### src/rtl/dds_sweep_ctrl.sv
// Frequency-sweep sequencer that drives the DDS tuning-word register.
// It loads f_start, then adds f_step n_steps times, holding each tone for dwell cycles.
module dds_sweep_ctrl #(
  parameter int FTW_WIDTH   = 16,
  parameter int DWELL_WIDTH = 16,
  parameter int STEP_WIDTH  = 8
) (
  input  logic                   clk,
  input  logic                   rsth,
  input  logic                   start,
  input  logic                   abort,
  input  logic [FTW_WIDTH-1:0]   f_start,
  input  logic [FTW_WIDTH-1:0]   f_step,
  input  logic [STEP_WIDTH-1:0]  n_steps,
  input  logic [DWELL_WIDTH-1:0] dwell,
  output logic [FTW_WIDTH-1:0]   ftw_d,
  output logic                   ftw_enh,
  output logic                   ftw_clrh,
  output logic                   busy,
  output logic                   done,
  output logic [STEP_WIDTH-1:0]  step_idx
);

  // state | meaning
  // IDLE  | waiting for start; ftw_d keeps the last tone
  // LOAD  | first tone strobed into the FTW register
  // DWELL | holding the current tone
  // STEP  | next tone strobed into the FTW register
  // DONE  | one-cycle completion pulse
  // CLR   | one-cycle clear strobe after abort
  typedef enum logic [2:0] {IDLE, LOAD, DWELL, STEP, DONE, CLR} state_t;

  state_t                 state, n_state;
  logic [DWELL_WIDTH-1:0] cnt, n_cnt;
  logic [DWELL_WIDTH-1:0] dwm1_r, n_dwm1;
  logic [FTW_WIDTH-1:0]   step_r, n_step;
  logic [STEP_WIDTH-1:0]  nsteps_r, n_nsteps;
  logic [FTW_WIDTH-1:0]   n_ftw;
  logic [STEP_WIDTH-1:0]  n_idx;
  logic                   n_enh, n_clrh, n_busy, n_done;

  always_ff @(posedge clk) begin
    if (rsth) begin
      state    <= IDLE;
      cnt      <= '0;
      dwm1_r   <= '0;
      step_r   <= '0;
      nsteps_r <= '0;
      ftw_d    <= '0;
      step_idx <= '0;
      ftw_enh  <= 1'b0;
      ftw_clrh <= 1'b0;
      busy     <= 1'b0;
      done     <= 1'b0;
    end else begin
      state    <= n_state;
      cnt      <= n_cnt;
      dwm1_r   <= n_dwm1;
      step_r   <= n_step;
      nsteps_r <= n_nsteps;
      ftw_d    <= n_ftw;
      step_idx <= n_idx;
      ftw_enh  <= n_enh;
      ftw_clrh <= n_clrh;
      busy     <= n_busy;
      done     <= n_done;
    end
  end

  always_comb begin
    n_state  = state;
    n_cnt    = cnt;
    n_dwm1   = dwm1_r;
    n_step   = step_r;
    n_nsteps = nsteps_r;
    n_ftw    = ftw_d;
    n_idx    = step_idx;
    n_enh    = 1'b0;
    n_clrh   = 1'b0;
    n_busy   = 1'b0;
    n_done   = 1'b0;
    unique case (state)
      IDLE: begin
        if (start && !abort) begin
          // a dwell of 0 behaves as 1, so the reload value never underflows
          n_dwm1   = (dwell == '0) ? '0 : dwell - DWELL_WIDTH'(1);
          n_step   = f_step;
          n_nsteps = n_steps;
          n_cnt    = (dwell == '0) ? '0 : dwell - DWELL_WIDTH'(1);
          n_ftw    = f_start;
          n_idx    = '0;
          n_enh    = 1'b1;
          n_busy   = 1'b1;
          n_state  = LOAD;
        end
      end
      LOAD, DWELL, STEP: begin
        if (abort) begin
          n_state = CLR;
          n_clrh  = 1'b1;
          n_ftw   = '0;
          n_idx   = '0;
        end else if (cnt == '0) begin
          if (step_idx == nsteps_r) begin
            n_state = DONE;
            n_done  = 1'b1;
          end else begin
            n_state = STEP;
            n_ftw   = ftw_d + step_r;
            n_idx   = step_idx + STEP_WIDTH'(1);
            n_cnt   = dwm1_r;
            n_enh   = 1'b1;
            n_busy  = 1'b1;
          end
        end else begin
          n_state = DWELL;
          n_cnt   = cnt - DWELL_WIDTH'(1);
          n_busy  = 1'b1;
        end
      end
      DONE:    n_state = IDLE;
      CLR:     n_state = IDLE;
      default: n_state = IDLE;
    endcase
  end

endmodule

### config.mk
export PLATFORM = sky130hd
export DESIGN_NAME = dds_sweep_ctrl
export DESIGN_NICKNAME = d
export VERILOG_FILES = /design/src/rtl/dds_sweep_ctrl.sv
export SDC_FILE = /design/constraint.sdc
export NUM_CORES = 1
export LEC_CHECK = 0
export BUFFER_PORTS_ARGS = -buffer_cell sky130_fd_sc_hd__buf_2
export CAP_MARGIN = 20
export CORE_ASPECT_RATIO = 0.7
export CORE_UTILIZATION = 50
export DETAILED_ROUTE_END_ITERATION = 8
export PLACE_DENSITY = 0.76
export SLEW_MARGIN = 20
export SYNTH_ARGS = -nofsm -noshare
export SYNTH_HDL_FRONTEND = slang
export SYNTH_SLANG_ARGS = --single-unit
### constraint.sdc
create_clock -name clk -period 2.1 [get_ports clk]
set_input_delay 0.315 -clock clk [delete_from_list [all_inputs] [get_ports clk]]
set_output_delay 0.315 -clock clk [all_outputs]
set_load 0.02 [all_outputs]
Word level (Yosys, flattened, before mapping)
Index checks and enable logic that the tools add are counted.

Register bits after elaboration: 87. Bits in latches: 0. Memory bits (writable): 0. Bits in read-only memories: 0. Input bits: 60. Output and inout bits: 28. Logic and storage cells: 69. Memories kept: 0.

Add/subtract/negate cells: 4. Multipliers: 0. Div/mod/pow operators: 0. Magnitude comparators: 0. Equality and inequality tests: 9. Shift operators: 0. Muxes and demuxes: 31. Bitwise operators: 2. Reduce and logical (&&, ||, !) cells: 12.

Operators with widths (number): 2-to-1 mux 16 bit (9); one-hot mux 16 bit (2 select lines) (2); logical NOT 16 bit (2); 2-to-1 mux 8 bit (4); subtractor 16 x 1 -> 16 bit (second input constant) (2); adder 16 bit (1); one-hot mux 8 bit (2 select lines) (1); 2-to-1 mux 3 bit (4); != test 3 bit (second input constant) (3); adder 8 x 1 -> 8 bit (second input constant) (1); equality test 8 bit (1); 2-to-1 mux 1 bit (8); AND reduction 4 bit (2); equality test 3 x 2 -> 1 bit (second input constant) (2); one-hot mux 3 bit (2 select lines) (1); != test 2 bit (second input constant) (2); one-hot mux 1 bit (2 select lines) (2); OR reduction 4 bit (1); equality test 3 x 1 -> 1 bit (second input constant) (1); logical NOT 3 bit (1); OR reduction 3 bit (1); NOT 1 bit (2); AND reduction 2 bit (1); nonzero test 2 bit (1); other kinds (3) (3).

Logic depth before layout (Yosys ltp)
Depth in word-level cells: 5. Gate-level depth with buffers: 10. Depth with buffers taken out: 9.

Worst setup path before layout
Ideal clock, no wire load.

Path type: register to register. Start point: reg cnt[11]. End point: reg ftw_d[6]. Library setup time: 0.131 ns. Arrival: 2.085 ns. Data required time: 1.969 ns. Slack: -0.116 ns. Cell stages (with the launch flop): 9. Path buffers: 2. Clock period less this slack: 2.216 ns. Cell sequence: dfxtp_1 or4_4 or2_0 buf_2 a2111o_1 and2_1 buf_6 a221oi_2 nor3_2.

Word-level cells in the longest chain between the ends: 3.

RTL lines: from (decl) (line 34) `logic [DWELL_WIDTH-1:0] cnt, n_cnt;`; from (signal assigned) (line 57) `cnt <= n_cnt;`; logical NOT 16 bit (line 103) `end else if (cnt == '0) begin`; != test 3 bit (no line); AND reduction 4 bit (no line); to (signal assigned) (line 61) `ftw_d <= n_ftw;`; to (decl) (line 16) `output logic [FTW_WIDTH-1:0] ftw_d,`.

No other way between the ends. A chain may end at the register's enable or synchronous reset.

Worst setup path after layout
Start point: reg cnt[14]. End point: reg ftw_d[11].

The elaborated chain is that of the path after synthesis.

==> results.py <==
metrics = {
    "final_layout": {
        "final_util": 0.676,
        "drive_gt1_frac": 0.295,
        "fillers": 771,
        "final_cell_mix": "buf_2 (87), dfxtp_1 (81), nand2_1 (72)",
        "synthToLayoutAreaGrowth_pct": 31.3,
        "antenna_cells": 0,
        "nets": 854,
        "layout_commonest_cell": "buf_2",
    },
    "pwr": {
        "p_comb_frac": 0.298,
        "pwr-share-clk": 0.321,
        "internal_power_mw": 3.35,
        "p_sw_mw": 1.60,
        "swShare": 0.323,
        "ir_worst_vdd_uv": 576,
        "power.density_nw_per_um2": 754,
        "power.static_leakage_nw": 2.81,
        "pwr-share-seq": 0.381,
        "p_total_mw": 4.95,
    },
    "clock_tree": {
        "cts_num_sinks": 87,
        "cts_root_buffer": "clkbuf_16",
        "cts_tree": "yes",
        "clkTransAtPathRegs_ns": 0.07,
        "clock_latency_ns": 0.34,
        "cts_buffers": 9,
        "cts_hold_buffers": 0,
        "clock_path_buffers": 2,
        "cts_max_level": 3,
    },
    "synthesis": {
        "netlist_instances": 640,
        "synth_seq_cells": 87,
        "yosys.area.top_type": "dfxtp_1",
        "netlist_area_sq_um": 5000,
        "yosysTopAreaCellShare": 0.348,
        "synth_top_flop_cell": "dfxtp_1",
        "syn-num-nets": 720,
        "synth-edff-count": 0,
        "yosys_warnings": 0,
        "ys_seq_area_frac": 0.348,
        "synth.distinct_cells": 62,
        "avgSynthCellArea_sq_um": 7.82,
        "synthArstFlopShare": 0,
        "synth_area_leaders": "dfxtp_1 (35%), a21oi_1 (7.5%), nand2_1 (5.5%)",
    },
    "timing": {
        "fin_crit_sh": 1.04,
        "holdWs_ns": 0.204,
        "relSlewSlack": 0.578,
        "skew_ns": 0.00741,
        "setup_slack_ns": -0.0754,
        "finalCriticalPeriod_ns": 2.18,
        "rsz0062_at_grt": "true",
        "fmax_mhz": 460,
        "tightestPinTransition_ns": 0.633,
        "timing_hold_violations_final": 0,
        "finalSetupViolCount": 10,
        "maxSlewViolCount": 0,
    },
    "setup_path": {
        "crit_fanout": 8,
        "cp.arrival_ns": 2.42,
        "endpoint_kind": "flip-flop",
        "r2r_setup_slack_ns": -0.08,
        "cpPeakStageDelay_ns": 0.55,
        "slowest_stage": "or4_4",
        "cp-start-kind": "flip-flop",
        "required_ns": 2.34,
        "criticalPathCategory": "flip-flop to flip-flop",
        "crit_chain": "or4_4 > or2_1 > a2111o_1 > nand2_4 > buf_12 > nor2_2 > a311oi_1",
    },
    "run_status": {
        "status": "finished with violations",
        "violations": "setup timing",
    },
    "drt": {
        "drc": 0,
        "ant_nets": 0,
        "via_per_inst": 5.90,
        "firstDrtPassIters": 5,
        "wirelength_um": 15400,
        "via_count": 5349,
        "wl_per_cell_um": 16.9,
        "drt-initial-drc-count": 496,
    },
    "global_route": {
        "grt_use_total": 0.296,
        "antenna_found_initial": 0,
        "grt_first_pass_wirelength_um": 24200,
        "grt_pass1_vias": 4850,
        "grt_max_degree": 72,
        "grt_overflow": 0,
    },
    "floorplanning": {
        "core_sq_um": 9720,
        "dieArea_sq_um": 10400,
        "initial_core_util": 0.515,
        "io_pins": 88,
        "die_h_um": 85.7,
        "die_x_um": 122,
        "rows": 30,
    },
    "min_path": {
        "hold_path_class": "primary input to flip-flop",
    },
    "place": {
        "dpl.hpwl_um": 10500,
        "gp_congestion": 0.864,
        "portBuffers": 87,
    },
    "run": {
        "maxCapViolations": 0,
    },
}
[area by class of cell]
type | instances | area (sq um) | area share
clock buffer | 14 | 284 | 0.0432
inverter | 12 | 45.0 | 0.00685
sequential | 87 | 1750 | 0.267
tap | 128 | 160 | 0.0244
multi-input combinational | 501 | 3240 | 0.493
clock inverter | 2 | 12.5 | 0.00190
timing repair buffer | 163 | 1080 | 0.164
[worst max-delay path, delay by kind of cell (launching register included)]
family	cells	cell delay [ns]
compound gates	2	0.61
flops	1	0.32
simple gates	4	0.99
buf+inv	1	0.15
[kinds of logic (layout without fill, tap and decap cells)]
| group | Yosys count | in the layout | share of synthesized area |
|---|---|---|---|
| flops | 87 | 87 | 0.348 |
| mux | 7 | 7 | 0.0145 |
| buf+inv | 52 | 191 | 0.0448 |
| fa+ha+maj | 20 | 20 | 0.0515 |
| compound gates | 193 | 193 | 0.243 |
| simple gates | 245 | 245 | 0.235 |
| xor+xnor | 36 | 36 | 0.0630 |
[path summary, 6_finish.rpt]
check / from / end / cells past startpoint
worst max-delay path: cnt[14] / ftw_d[11] / 7
worst min-delay path: f_step[1] / step_r[1] / 3
worst max register to register: cnt[14] / ftw_d[11] / 7
worst min register to register: dwm1_r[13] / dwm1_r[13] / 2
[cells in the mapped netlist, types with 8 or more instances]
cell type	count
inv_1	12
o211ai_1	8
o21ai_0	34
xor2_1	22
nor2_1	64
nor3_1	38
a31oi_1	12
ha_1	19
a211oi_1	14
clkbuf_1	32
dfxtp_1	87
nand2_1	74
nand3_1	12
xnor2_1	14
a21oi_1	75
or3_1	8
[power groups by stage]
stage	logic [mW]	clock network, mW	registers, mW
final	1.48	1.59	1.89
after global routing	1.60	1.69	1.90
after CTS	1.41	1.60	1.88
after detailed placement	1.36	0	1.91
after global placement	1.32	0	1.90
after floorplan	0.818	0	1.94
[metal layers]
layer  wire length, um  global-route usage  up-vias
met1              7080               0.428     2503
met5                 0                   0        -
met2              6810               0.450      231
met4               191              0.0595        0
met3              1280              0.0691       21
li1                  -                   -     2594
[state kept, by name (all words and copies together) (netlist names)]
signal and cells:
dwm1_r 16, step_idx 8, ftw_clrh 1, ftw_enh 1, cnt 16, state 3, busy 1, nsteps_r 8
done 1, step_r 16, ftw_d 16
[through the flow]
step           setup slack (ns)  cells  TNS [ns]  instance area (sq um)
4_1_cts                 -0.0446    906    -0.185                   6430
6_report                -0.0754    907    -0.349                   6570
3_5_place_dp            -0.0865    883    -0.247                   6000
3_3_place_gp            0.00763    883         0                   6000
2_1_floorplan          -0.00814    640  -0.00814                   5020
5_1_grt                 -0.0958    907     -1.20                   6570
[repair_timing]
action,in CTS,in global routing
setup buffers,6,0
setup endpoints to repair,10,37
pin swaps,10,17
gates cloned,1,1
gates resized for setup,17,30
Note: power is estimated with default switching activity, not from simulation.
